## config.mk

```make
export PLATFORM = sky130hd
export DESIGN_NAME = fc_param_mac_flat
export DESIGN_NICKNAME = d
export VERILOG_FILES = /design/src/rtl/fc_param_mac_if.sv /design/src/rtl/fc_param_mac.sv /design/src/flat_wrapper.sv
export SDC_FILE = /design/constraint.sdc
export NUM_CORES = 2
export LEC_CHECK = 0
export ABC_AREA = 1
export CORE_ASPECT_RATIO = 1.75
export CORE_UTILIZATION = 59
export DETAILED_ROUTE_END_ITERATION = 8
export PLACE_DENSITY = 0.78
export SYNTH_ARGS = -nofsm -noshare
export SYNTH_HDL_FRONTEND = slang
export SYNTH_SLANG_ARGS = --single-unit
```

## constraint.sdc

```tcl
create_clock -name clk -period 5.7 [get_ports clk]
set_input_delay 1.14 -clock clk [delete_from_list [all_inputs] [get_ports clk]]
set_output_delay 1.14 -clock clk [all_outputs]
set_load 0.005 [all_outputs]
```

## src/rtl/fc_param_mac_if.sv

```systemverilog
// Stream and weight-write bundle for the fully-connected MAC engine.
interface fc_param_mac_if #(
  parameter int unsigned T  = 16,
  parameter int unsigned AW = 5
);
  logic                input_valid;
  logic                input_ready;
  logic signed [T-1:0] input_data;
  logic                output_valid;
  logic                output_ready;
  logic signed [T-1:0] output_data;
  logic                wt_wr_en;
  logic [AW-1:0]       wt_addr;
  logic signed [T-1:0] wt_data;

  // Producer/consumer side driving the engine
  modport master (
    output input_valid, input_data, output_ready, wt_wr_en, wt_addr, wt_data,
    input  input_ready, output_valid, output_data
  );

  // Engine side
  modport slave (
    input  input_valid, input_data, output_ready, wt_wr_en, wt_addr, wt_data,
    output input_ready, output_valid, output_data
  );
endinterface

```

## src/rtl/fc_param_mac.sv

```systemverilog
// Fully-connected layer engine: y = W*x with P parallel MAC lanes,
// run-time writable banked weight RAM, rescale, saturation and optional ReLU.
module fc_param_mac #(
  parameter int unsigned M    = 4,
  parameter int unsigned N    = 8,
  parameter int unsigned T    = 16,
  parameter int unsigned P    = 2,
  parameter int unsigned FRAC = 0,
  parameter int unsigned RELU = 0
) (
  input logic          clk,
  input logic          reset,
  fc_param_mac_if.slave bus
);

  localparam int unsigned PASSES = M / P;
  localparam int unsigned XW     = (N > 1) ? $clog2(N) : 1;
  localparam int unsigned JW     = $clog2(N + 1);
  localparam int unsigned PW     = (PASSES > 1) ? $clog2(PASSES) : 1;
  localparam int unsigned LW     = (P > 1) ? $clog2(P) : 1;
  localparam int unsigned BD     = PASSES * N;
  localparam int unsigned BAW    = (BD > 1) ? $clog2(BD) : 1;
  localparam int unsigned ACCW   = 2 * T + XW;

  localparam logic signed [ACCW-1:0] SAT_MAX = {{(ACCW-T+1){1'b0}}, {(T-1){1'b1}}};
  localparam logic signed [ACCW-1:0] SAT_MIN = {{(ACCW-T+1){1'b1}}, {(T-1){1'b0}}};

  typedef enum logic [1:0] {
    LOAD_X = 2'd0,
    MAC    = 2'd1,
    OUT    = 2'd2
  } state_t;

  state_t               state;
  logic [XW-1:0]        x_cnt;
  logic [JW-1:0]        j;
  logic [PW-1:0]        pass;
  logic [LW-1:0]        k;
  logic                 out_valid;
  logic signed [T-1:0]  out_data;

  logic signed [T-1:0]    xmem [N];
  logic signed [T-1:0]    x_rd;
  logic signed [ACCW-1:0] acc     [P];
  logic signed [ACCW-1:0] acc_nxt [P];

  logic           in_fire;
  logic           issue;
  logic [BAW-1:0] rd_addr;

  logic [31:0]    wr_a32;
  logic [31:0]    wr_row;
  logic [31:0]    wr_bank;
  logic [BAW-1:0] wr_local;
  logic           wr_ok;

  // Shift, saturate to T bits, then optionally clamp negatives
  function automatic logic signed [T-1:0] rescale(input logic signed [ACCW-1:0] a);
    logic signed [ACCW-1:0] v;
    v = a >>> FRAC;
    if (v > SAT_MAX) begin
      v = SAT_MAX;
    end else if (v < SAT_MIN) begin
      v = SAT_MIN;
    end
    if ((RELU != 0) && v[ACCW-1]) begin
      v = '0;
    end
    return T'(v);
  endfunction

  assign bus.input_ready  = (state == LOAD_X) && reset;
  assign bus.output_valid = out_valid;
  assign bus.output_data  = out_data;

  assign in_fire = bus.input_valid && bus.input_ready;
  assign issue   = (state == MAC) && (j < JW'(N));
  assign rd_addr = BAW'(32'(pass) * N + 32'(j));

  // Weight index r*N+c maps to bank r%P, local row r/P
  assign wr_a32   = 32'(bus.wt_addr);
  assign wr_row   = wr_a32 / N;
  assign wr_bank  = wr_row % P;
  assign wr_local = BAW'((wr_row / P) * N + wr_a32 % N);
  assign wr_ok    = (state == LOAD_X) && bus.wt_wr_en && (wr_a32 < M * N);

  // Input vector RAM write port
  always_ff @(posedge clk) begin
    if (in_fire) begin
      xmem[x_cnt] <= bus.input_data;
    end
  end

  // Input vector RAM synchronous read, shared by all lanes
  always_ff @(posedge clk or negedge reset) begin
    if (!reset) begin
      x_rd <= '0;
    end else if (issue) begin
      x_rd <= xmem[j[XW-1:0]];
    end
  end

  for (genvar p = 0; p < P; p++) begin : g_bank
    logic signed [T-1:0]   mem [BD];
    logic signed [T-1:0]   w_rd;
    logic signed [2*T-1:0] prod;

    // Bank write port, rows r with r%P == p
    always_ff @(posedge clk) begin
      if (wr_ok && (wr_bank == 32'(p))) begin
        mem[wr_local] <= bus.wt_data;
      end
    end

    // Bank synchronous read of row pass*P+p
    always_ff @(posedge clk or negedge reset) begin
      if (!reset) begin
        w_rd <= '0;
      end else if (issue) begin
        w_rd <= mem[rd_addr];
      end
    end

    assign prod       = (2*T)'(x_rd) * (2*T)'(w_rd);
    assign acc_nxt[p] = acc[p] + ACCW'(prod);
  end

  // Control FSM with accumulators and registered output stream
  always_ff @(posedge clk or negedge reset) begin
    if (!reset) begin
      state     <= LOAD_X;
      x_cnt     <= '0;
      j         <= '0;
      pass      <= '0;
      k         <= '0;
      out_valid <= 1'b0;
      out_data  <= '0;
      for (int p = 0; p < P; p++) begin
        acc[p] <= '0;
      end
    end else begin
      case (state)
        LOAD_X: begin
          if (in_fire) begin
            if (x_cnt == XW'(N - 1)) begin
              x_cnt <= '0;
              state <= MAC;
              pass  <= '0;
              j     <= '0;
              for (int p = 0; p < P; p++) begin
                acc[p] <= '0;
              end
            end else begin
              x_cnt <= x_cnt + 1'b1;
            end
          end
        end

        MAC: begin
          // Read data for address j-1 arrives on cycle j
          if (j != '0) begin
            for (int p = 0; p < P; p++) begin
              acc[p] <= acc_nxt[p];
            end
          end
          if (j == JW'(N)) begin
            state     <= OUT;
            k         <= '0;
            out_valid <= 1'b1;
            out_data  <= rescale(acc_nxt[0]);
          end else begin
            j <= j + 1'b1;
          end
        end

        OUT: begin
          if (out_valid && bus.output_ready) begin
            if (k == LW'(P - 1)) begin
              out_valid <= 1'b0;
              k         <= '0;
              if (pass == PW'(PASSES - 1)) begin
                state <= LOAD_X;
                x_cnt <= '0;
              end else begin
                pass  <= pass + 1'b1;
                j     <= '0;
                state <= MAC;
                for (int p = 0; p < P; p++) begin
                  acc[p] <= '0;
                end
              end
            end else begin
              k        <= k + 1'b1;
              out_data <= rescale(acc[k + 1'b1]);
            end
          end
        end

        default: begin
          state <= LOAD_X;
        end
      endcase
    end
  end

endmodule

```

## src/flat_wrapper.sv

```systemverilog
// flat-port wrapper written by rule: the top's interface ports become plain ports
module fc_param_mac_flat 
#(
  parameter int unsigned M    = 4,
  parameter int unsigned N    = 8,
  parameter int unsigned T    = 16,
  parameter int unsigned P    = 2,
  parameter int unsigned FRAC = 0,
  parameter int unsigned RELU = 0
)
  (clk, reset, bus_input_valid, bus_input_data, bus_output_ready, bus_wt_wr_en, bus_wt_addr, bus_wt_data, bus_input_ready, bus_output_valid, bus_output_data);
  fc_param_mac_if #(.T(T), .AW((5))) bus_i ();
  input logic clk;
  input logic reset;
  input wire logic [$bits(bus_i.input_valid)-1:0] bus_input_valid;
  input wire logic [$bits(bus_i.input_data)-1:0] bus_input_data;
  input wire logic [$bits(bus_i.output_ready)-1:0] bus_output_ready;
  input wire logic [$bits(bus_i.wt_wr_en)-1:0] bus_wt_wr_en;
  input wire logic [$bits(bus_i.wt_addr)-1:0] bus_wt_addr;
  input wire logic [$bits(bus_i.wt_data)-1:0] bus_wt_data;
  output wire logic [$bits(bus_i.input_ready)-1:0] bus_input_ready;
  output wire logic [$bits(bus_i.output_valid)-1:0] bus_output_valid;
  output wire logic [$bits(bus_i.output_data)-1:0] bus_output_data;
  assign bus_i.input_valid = bus_input_valid;
  assign bus_i.input_data = bus_input_data;
  assign bus_i.output_ready = bus_output_ready;
  assign bus_i.wt_wr_en = bus_wt_wr_en;
  assign bus_i.wt_addr = bus_wt_addr;
  assign bus_i.wt_data = bus_wt_data;
  assign bus_input_ready = bus_i.input_ready;
  assign bus_output_valid = bus_i.output_valid;
  assign bus_output_data = bus_i.output_data;
  fc_param_mac #(.M(M), .N(N), .T(T), .P(P), .FRAC(FRAC), .RELU(RELU)) u_core (.clk(clk), .reset(reset), .bus(bus_i));
endmodule
```

After elaboration in Yosys (flattened, before gate mapping) --
Memories as Yosys holds them, arrays and structs flattened. A register that Yosys moved wholly into a read port is not among the register bits. Cells that the tools add are included.
Cells by class: add/sub/neg operators 8, multipliers 2, div/mod/pow operators 0, $lt $le $gt $ge 7, eq/ne operators 14, shift operators 0, muxes and demuxes 58, bitwise gates (word level) 1, reduce and logical (&&, ||, !) cells 25
Operators with widths (number):
- $mux 70 | 6
- $pmux 70 s3 | 1
- $mux 16 | 7
- $mux 35 | 3
- $add 35x32->35 | 2
- $gt 35x16->1 const B | 2
- $lt 35x16->1 const B | 2
- $mul 16x16->32 | 2
- $logic_not 32->1 | 1
- $pmux 16 s2 | 1
- $mux 4 | 6
- $mux 1 | 18
- $mux 3 | 5
- $reduce_and 5->1 | 3
- $reduce_and 7->1 | 2
- $ne 2x2->1 const B | 6
- $pmux 4 s3 | 1
- $mux 2 | 5
- $logic_and 1x1->1 | 8
- $ne 2x1->1 const B | 4
- $reduce_and 4->1 | 2
- $lt 5x6->1 const B | 1
- $pmux 1 s2 | 3
- $pmux 2 s3 | 1
- other kinds (19) | 23
Word-level totals: bits in registers 98, latch bits 0, bits in writable memories 640, memory bits (read-only) 0, input bits 42, output and inout port bits 18, memories kept 3
Memory list:
- u_core.g_bank[0].mem | depth 16, width 16, read ports 1, clocked after memory_dff 1, write ports 1, RTL line fc_param_mac.sv:104 | logic signed [T-1:0] mem [BD];
- u_core.g_bank[1].mem | depth 16, width 16, read ports 1, clocked after memory_dff 1, write ports 1, RTL line fc_param_mac.sv:104
- u_core.xmem | depth 8, width 16, read ports 1, clocked after memory_dff 1, write ports 1, RTL line fc_param_mac.sv:42 | logic signed [T-1:0] xmem [N];

Depth between registers and ports, before layout --
depth in word-level cells 11, gate-level depth with buffers 37, gate-level depth less buffers 35

Least setup slack after synthesis --
OpenSTA, ideal clock, no wires.
path kind reg-to-reg, start point register u_core.x_rd[15] (read register of u_core.xmem), end point register u_core.out_data[5], in the netlist u_core.bus.output_data[5], setup time 65 ps, data arrival time 6196 ps, path slack -561 ps, stages on the path, launching flop included 33, buffers on the path 3, path through dfrtp_1 -> buf_2 -> clkbuf_1 -> nand2_1 -> inv_1 -> fa_1 -> fa_1 -> inv_1 -> fa_1 -> inv_1 -> fa_1 -> inv_1 -> fa_1 -> fa_1 -> inv_1 -> ha_1 -> nand2_1 -> nor2_1 -> nand2_1 -> nor2_1 -> nand2_1 -> nand2_1 -> nand2_1 -> nand2_2 -> nand2_1 -> nor2_1 -> nand4_1 -> nand2_2 -> buf_8 -> nand2_1 -> nand3_1 -> nand2_1 -> nand2_1
On the way: cells in the longest elaborated chain, start to end 7
RTL lines:
- from (decl) | RTL line fc_param_mac.sv:43 | logic signed [T-1:0] x_rd;
- $mul 16x16->32 (*) | RTL line fc_param_mac.sv:124 | assign prod = (2*T)'(x_rd) * (2*T)'(w_rd);
- $add 35x32->35 (*) | RTL line fc_param_mac.sv:125 | assign acc_nxt[p] = acc[p] + ACCW'(prod);
- $lt 35x16->1 | RTL line fc_param_mac.sv:63 | end else if (v < SAT_MIN) begin
- $mux 16 | RTL line fc_param_mac.sv:63
- $mux 16 (*) | RTL line fc_param_mac.sv:61 | if (v > SAT_MAX) begin
- $mux 16 (*) | RTL line fc_param_mac.sv:166 | if (j == JW'(N)) begin
- $pmux 16 s2 (*) | RTL line fc_param_mac.sv:142 | case (state)
- to (signal assigned) | RTL line fc_param_mac.sv:170 | out_data <= rescale(acc_nxt[0]);
- to (signal assigned) | RTL line fc_param_mac.sv:194 | out_data <= rescale(acc[k + 1'b1]);
- to (decl) | RTL line fc_param_mac.sv:40 | logic signed [T-1:0] out_data;
Mark *: on every way between the ends. The rest lies on a longest branch, timed or not. The select of a mux whose other input is x is not followed. A chain may end at the register's enable or synchronous reset.

Worst setup path after layout --
start point register u_core.x_rd[9] (read register of u_core.xmem), end point register u_core.out_data[0], in the netlist u_core.bus.output_data[0]
The elaborated chain is that of the path after synthesis.

==> summary.md <==
| Metric | Value |
|---|---|
| Flop2flop setup slack | -790 ps |
| Wire per inst | 23.5 microns |
| Synth unique cells | 46 |
| Root Buffer | clkbuf_16 |
| Final WL | 175000 microns |
| Initial antenna violation count | 5 |
| RSZ-0062 raised after global routing | yes |
| Post-synth design cell area | 55400 sq um |
| Max Cap Violations | 0 |
| Post-Layout Cell Count | 7442 |
| HP Class | in -> async |
| Mapped Avg Cell Area | 9.66 sq um |
| Async SR Flop Fraction | 18.6% |
| Failing checks | setup timing |
| Worst Slack Setup Final | -787 ps |
| Num ports | 60 |
| Minimum clock period | 6490 ps |
| Initial Util | 59.6% |
| Die footprint | 95200 sq um |
| Placed Instances | 7254 |
| Initial DRT Pass Iterations | 6 |
| Synth top area cells | edfxtp_1, fa_1, nand2_1 |
| Count leader, synth | nand2_1 |
| Core region area | 93000 sq um |
| Crit path largest cell delay | 630 ps |
| Vias | 43569 |
| Final setup viols | 43 |
| Total GRT Usage | 37.4% |
| Fmax | 154 MHz |
| Yosys top cell by area | edfxtp_1 |
| Largest net degree at the start of global routing | 180 |
| Clock latency on the worst-skew pair | 680 ps |
| Die X | 234 microns |
| Max Slew Vio Count | 0 |
| Worst slew margin | 12.6% |
| 1st-iter DRT viols | 3957 |
| CP Capture Type | flip-flop |
| Layout Utilization | 70.8% |
| Synth warn | 0 |
| PortBufs | 59 |
| Share of layout cells above drive strength 1 | 18.6% |
| Setup CP Type | reg -> reg |
| Area Overhead vs Synth | 18.8% |
| CTS Buf Count | 68 |
| Post-CTS Hold Fix Bufs | 0 |
| CTS tree | yes |
| Final GP Congestion | 1.01 |
| # DRC | 0 |
| Clk buf depth | 3 |
| Syn Nets | 6605 |
| Critical path fanouts, max | 7 |
| Clk_skew | 26.5 ps |
| Share of the synthesized area in the top cell type | 34.7% |
| Final hold viol count | 0 |
| FP Rows | 148 |
| Setup tns final | -17730 ps |
| ANT nets after route | 0 |
| Remaining Overflow, GRT | 0 |
| Gate Count Post-Synth | 5731 |
| Slowest-stage cell, CP | fa_2 |
| WHS | 359 ps |
| Global-route wire length before repair | 260000 microns |
| DR vias/cell | 5.85 |
| Seq/Total Area, Yosys | 41.3% |
| Critical Path AT | 7110 ps |
| CTS Sinks | 786 |
| Number of flops mapped to enable cells by yosys | 640 |
| Die Span Y | 407 microns |
| Final period util | 114% |
| CP required | 6330 ps |
| Synth Register Bits | 786 |
| CP startpoint kind | flip-flop |
| Clock Pin Slew Worst Setup and Hold Paths | 70 ps |
| Status | finished with violations |
| Fin nets | 7059 |
| Post-synth top cells | nand2_1, inv_1, edfxtp_1, fa_1, nor2_1 |
| H-tree levels | 3 |
| Most used DFF post-synth | edfxtp_1 |
| Vias in the first global route | 45811 |
| DP HPWL | 128000 microns |
| Tightest Pin Transition | 1310 ps |
[worst paths after layout]
kind	to	depth (start not counted)	startpoint
max in group asynchronous	u_core.g_bank[0].w_rd[10]$_DFFE_PN0P_	3	reset
min in group clk	u_core.bus.output_data[15]$_DFFE_PN0P_	1	u_core.bus.output_data[15]$_DFFE_PN0P_
hold / removal	u_core.acc[69]$_DFFE_PN0P_	1	reset
setup / recovery	u_core.bus.output_data[0]$_DFFE_PN0P_	30	u_core.x_rd[9]$_DFFE_PN0P_
hold reg to reg	u_core.bus.output_data[15]$_DFFE_PN0P_	1	u_core.bus.output_data[15]$_DFFE_PN0P_
setup reg to reg	u_core.bus.output_data[0]$_DFFE_PN0P_	30	u_core.x_rd[9]$_DFFE_PN0P_
[critical path: cells and delay by family, from the launching register on]
| family | cells | cell delay, ps |
|---|---|---|
| AND/OR/NAND/NOR | 16 | 1930 |
| buffers and inverters | 7 | 650 |
| adder cells (fa/ha/maj) | 7 | 3400 |
| flip-flops | 1 | 430 |
[metrics by stage]
step | instance area (sq um) | setup slack (ps)
after floorplan | 55700 | -112
after global placement | 61100 | -1150
after detailed placement | 61100 | -1140
after CTS | 64500 | -777
after global routing | 65800 | -1000
final | 65800 | -787
[layout make-up]
| type | count | area [sq um] |
|---|---|---|
| Multi-Input combinational cell | 3567 | 29000 |
| Fill cell | 6568 | 27200 |
| Sequential cell | 786 | 22900 |
| Timing Repair Buffer | 663 | 5950 |
| Inverter | 1099 | 4150 |
| Clock buffer | 78 | 1780 |
| Tap cell | 1200 | 1500 |
| Clock inverter | 46 | 489 |
| Antenna cell | 3 | 7.51 |
[cells by family after synthesis]
family,Yosys count,synth area share (%)
AOI/OAI and AO/OA,801,8.04
xor gates and xnor gates,24,0.380
and+or+nand+nor,1902,13.5
buffers and inverters,1380,9.50
muxes,6,0.111
DFF,786,41.3
adders and majority gates,832,27.2
[layer usage]
layer  share of wire [%]  track usage, %
met5               0.030               0
met3                 7.4            6.28
met1                  30            37.0
met4                  11            32.6
met2                  52            66.2
[sequential cells by signal, indices dropped and copies added, names as in the netlist]
signal / cells
u_core.j: 4
u_core.xmem: 128
u_core.state: 2
u_core.acc: 70
u_core.pass: 1
u_core.g_bank.w_rd: 32
u_core.bus.output_valid: 1
u_core.bus.output_data: 16
u_core.x_rd: 16
u_core.g_bank.mem: 512
u_core.k: 1
u_core.x_cnt: 3
[timing repair]
action                     CTS  global route
cloned                       3             1
setup endpoints to repair   61            63
resized for setup          234           353
pin swaps                   79           153
buffers inserted            26            35
[layout by cell type (no fill, tap or decap), types with 21 or more instances in the layout]
cell type	n
clkdlybuf4s50_1	58
nand2_1	1024
nand4_1	46
nand2_2	101
o22ai_1	161
a21oi_1	63
clkbuf_16	71
dfrtp_1	130
o21ai_0	427
buf_6	57
inv_1	997
nand3_1	63
ha_1	176
ha_4	32
buf_12	43
buf_4	496
nand2_4	41
nor2_4	28
nor2_2	21
edfxtp_1	640
fa_1	600
inv_2	92
o21ai_1	37
nor2_1	538
Power is not shown: default switching activity piles up to over one toggle a cycle in this logic, so the estimate is an artifact.
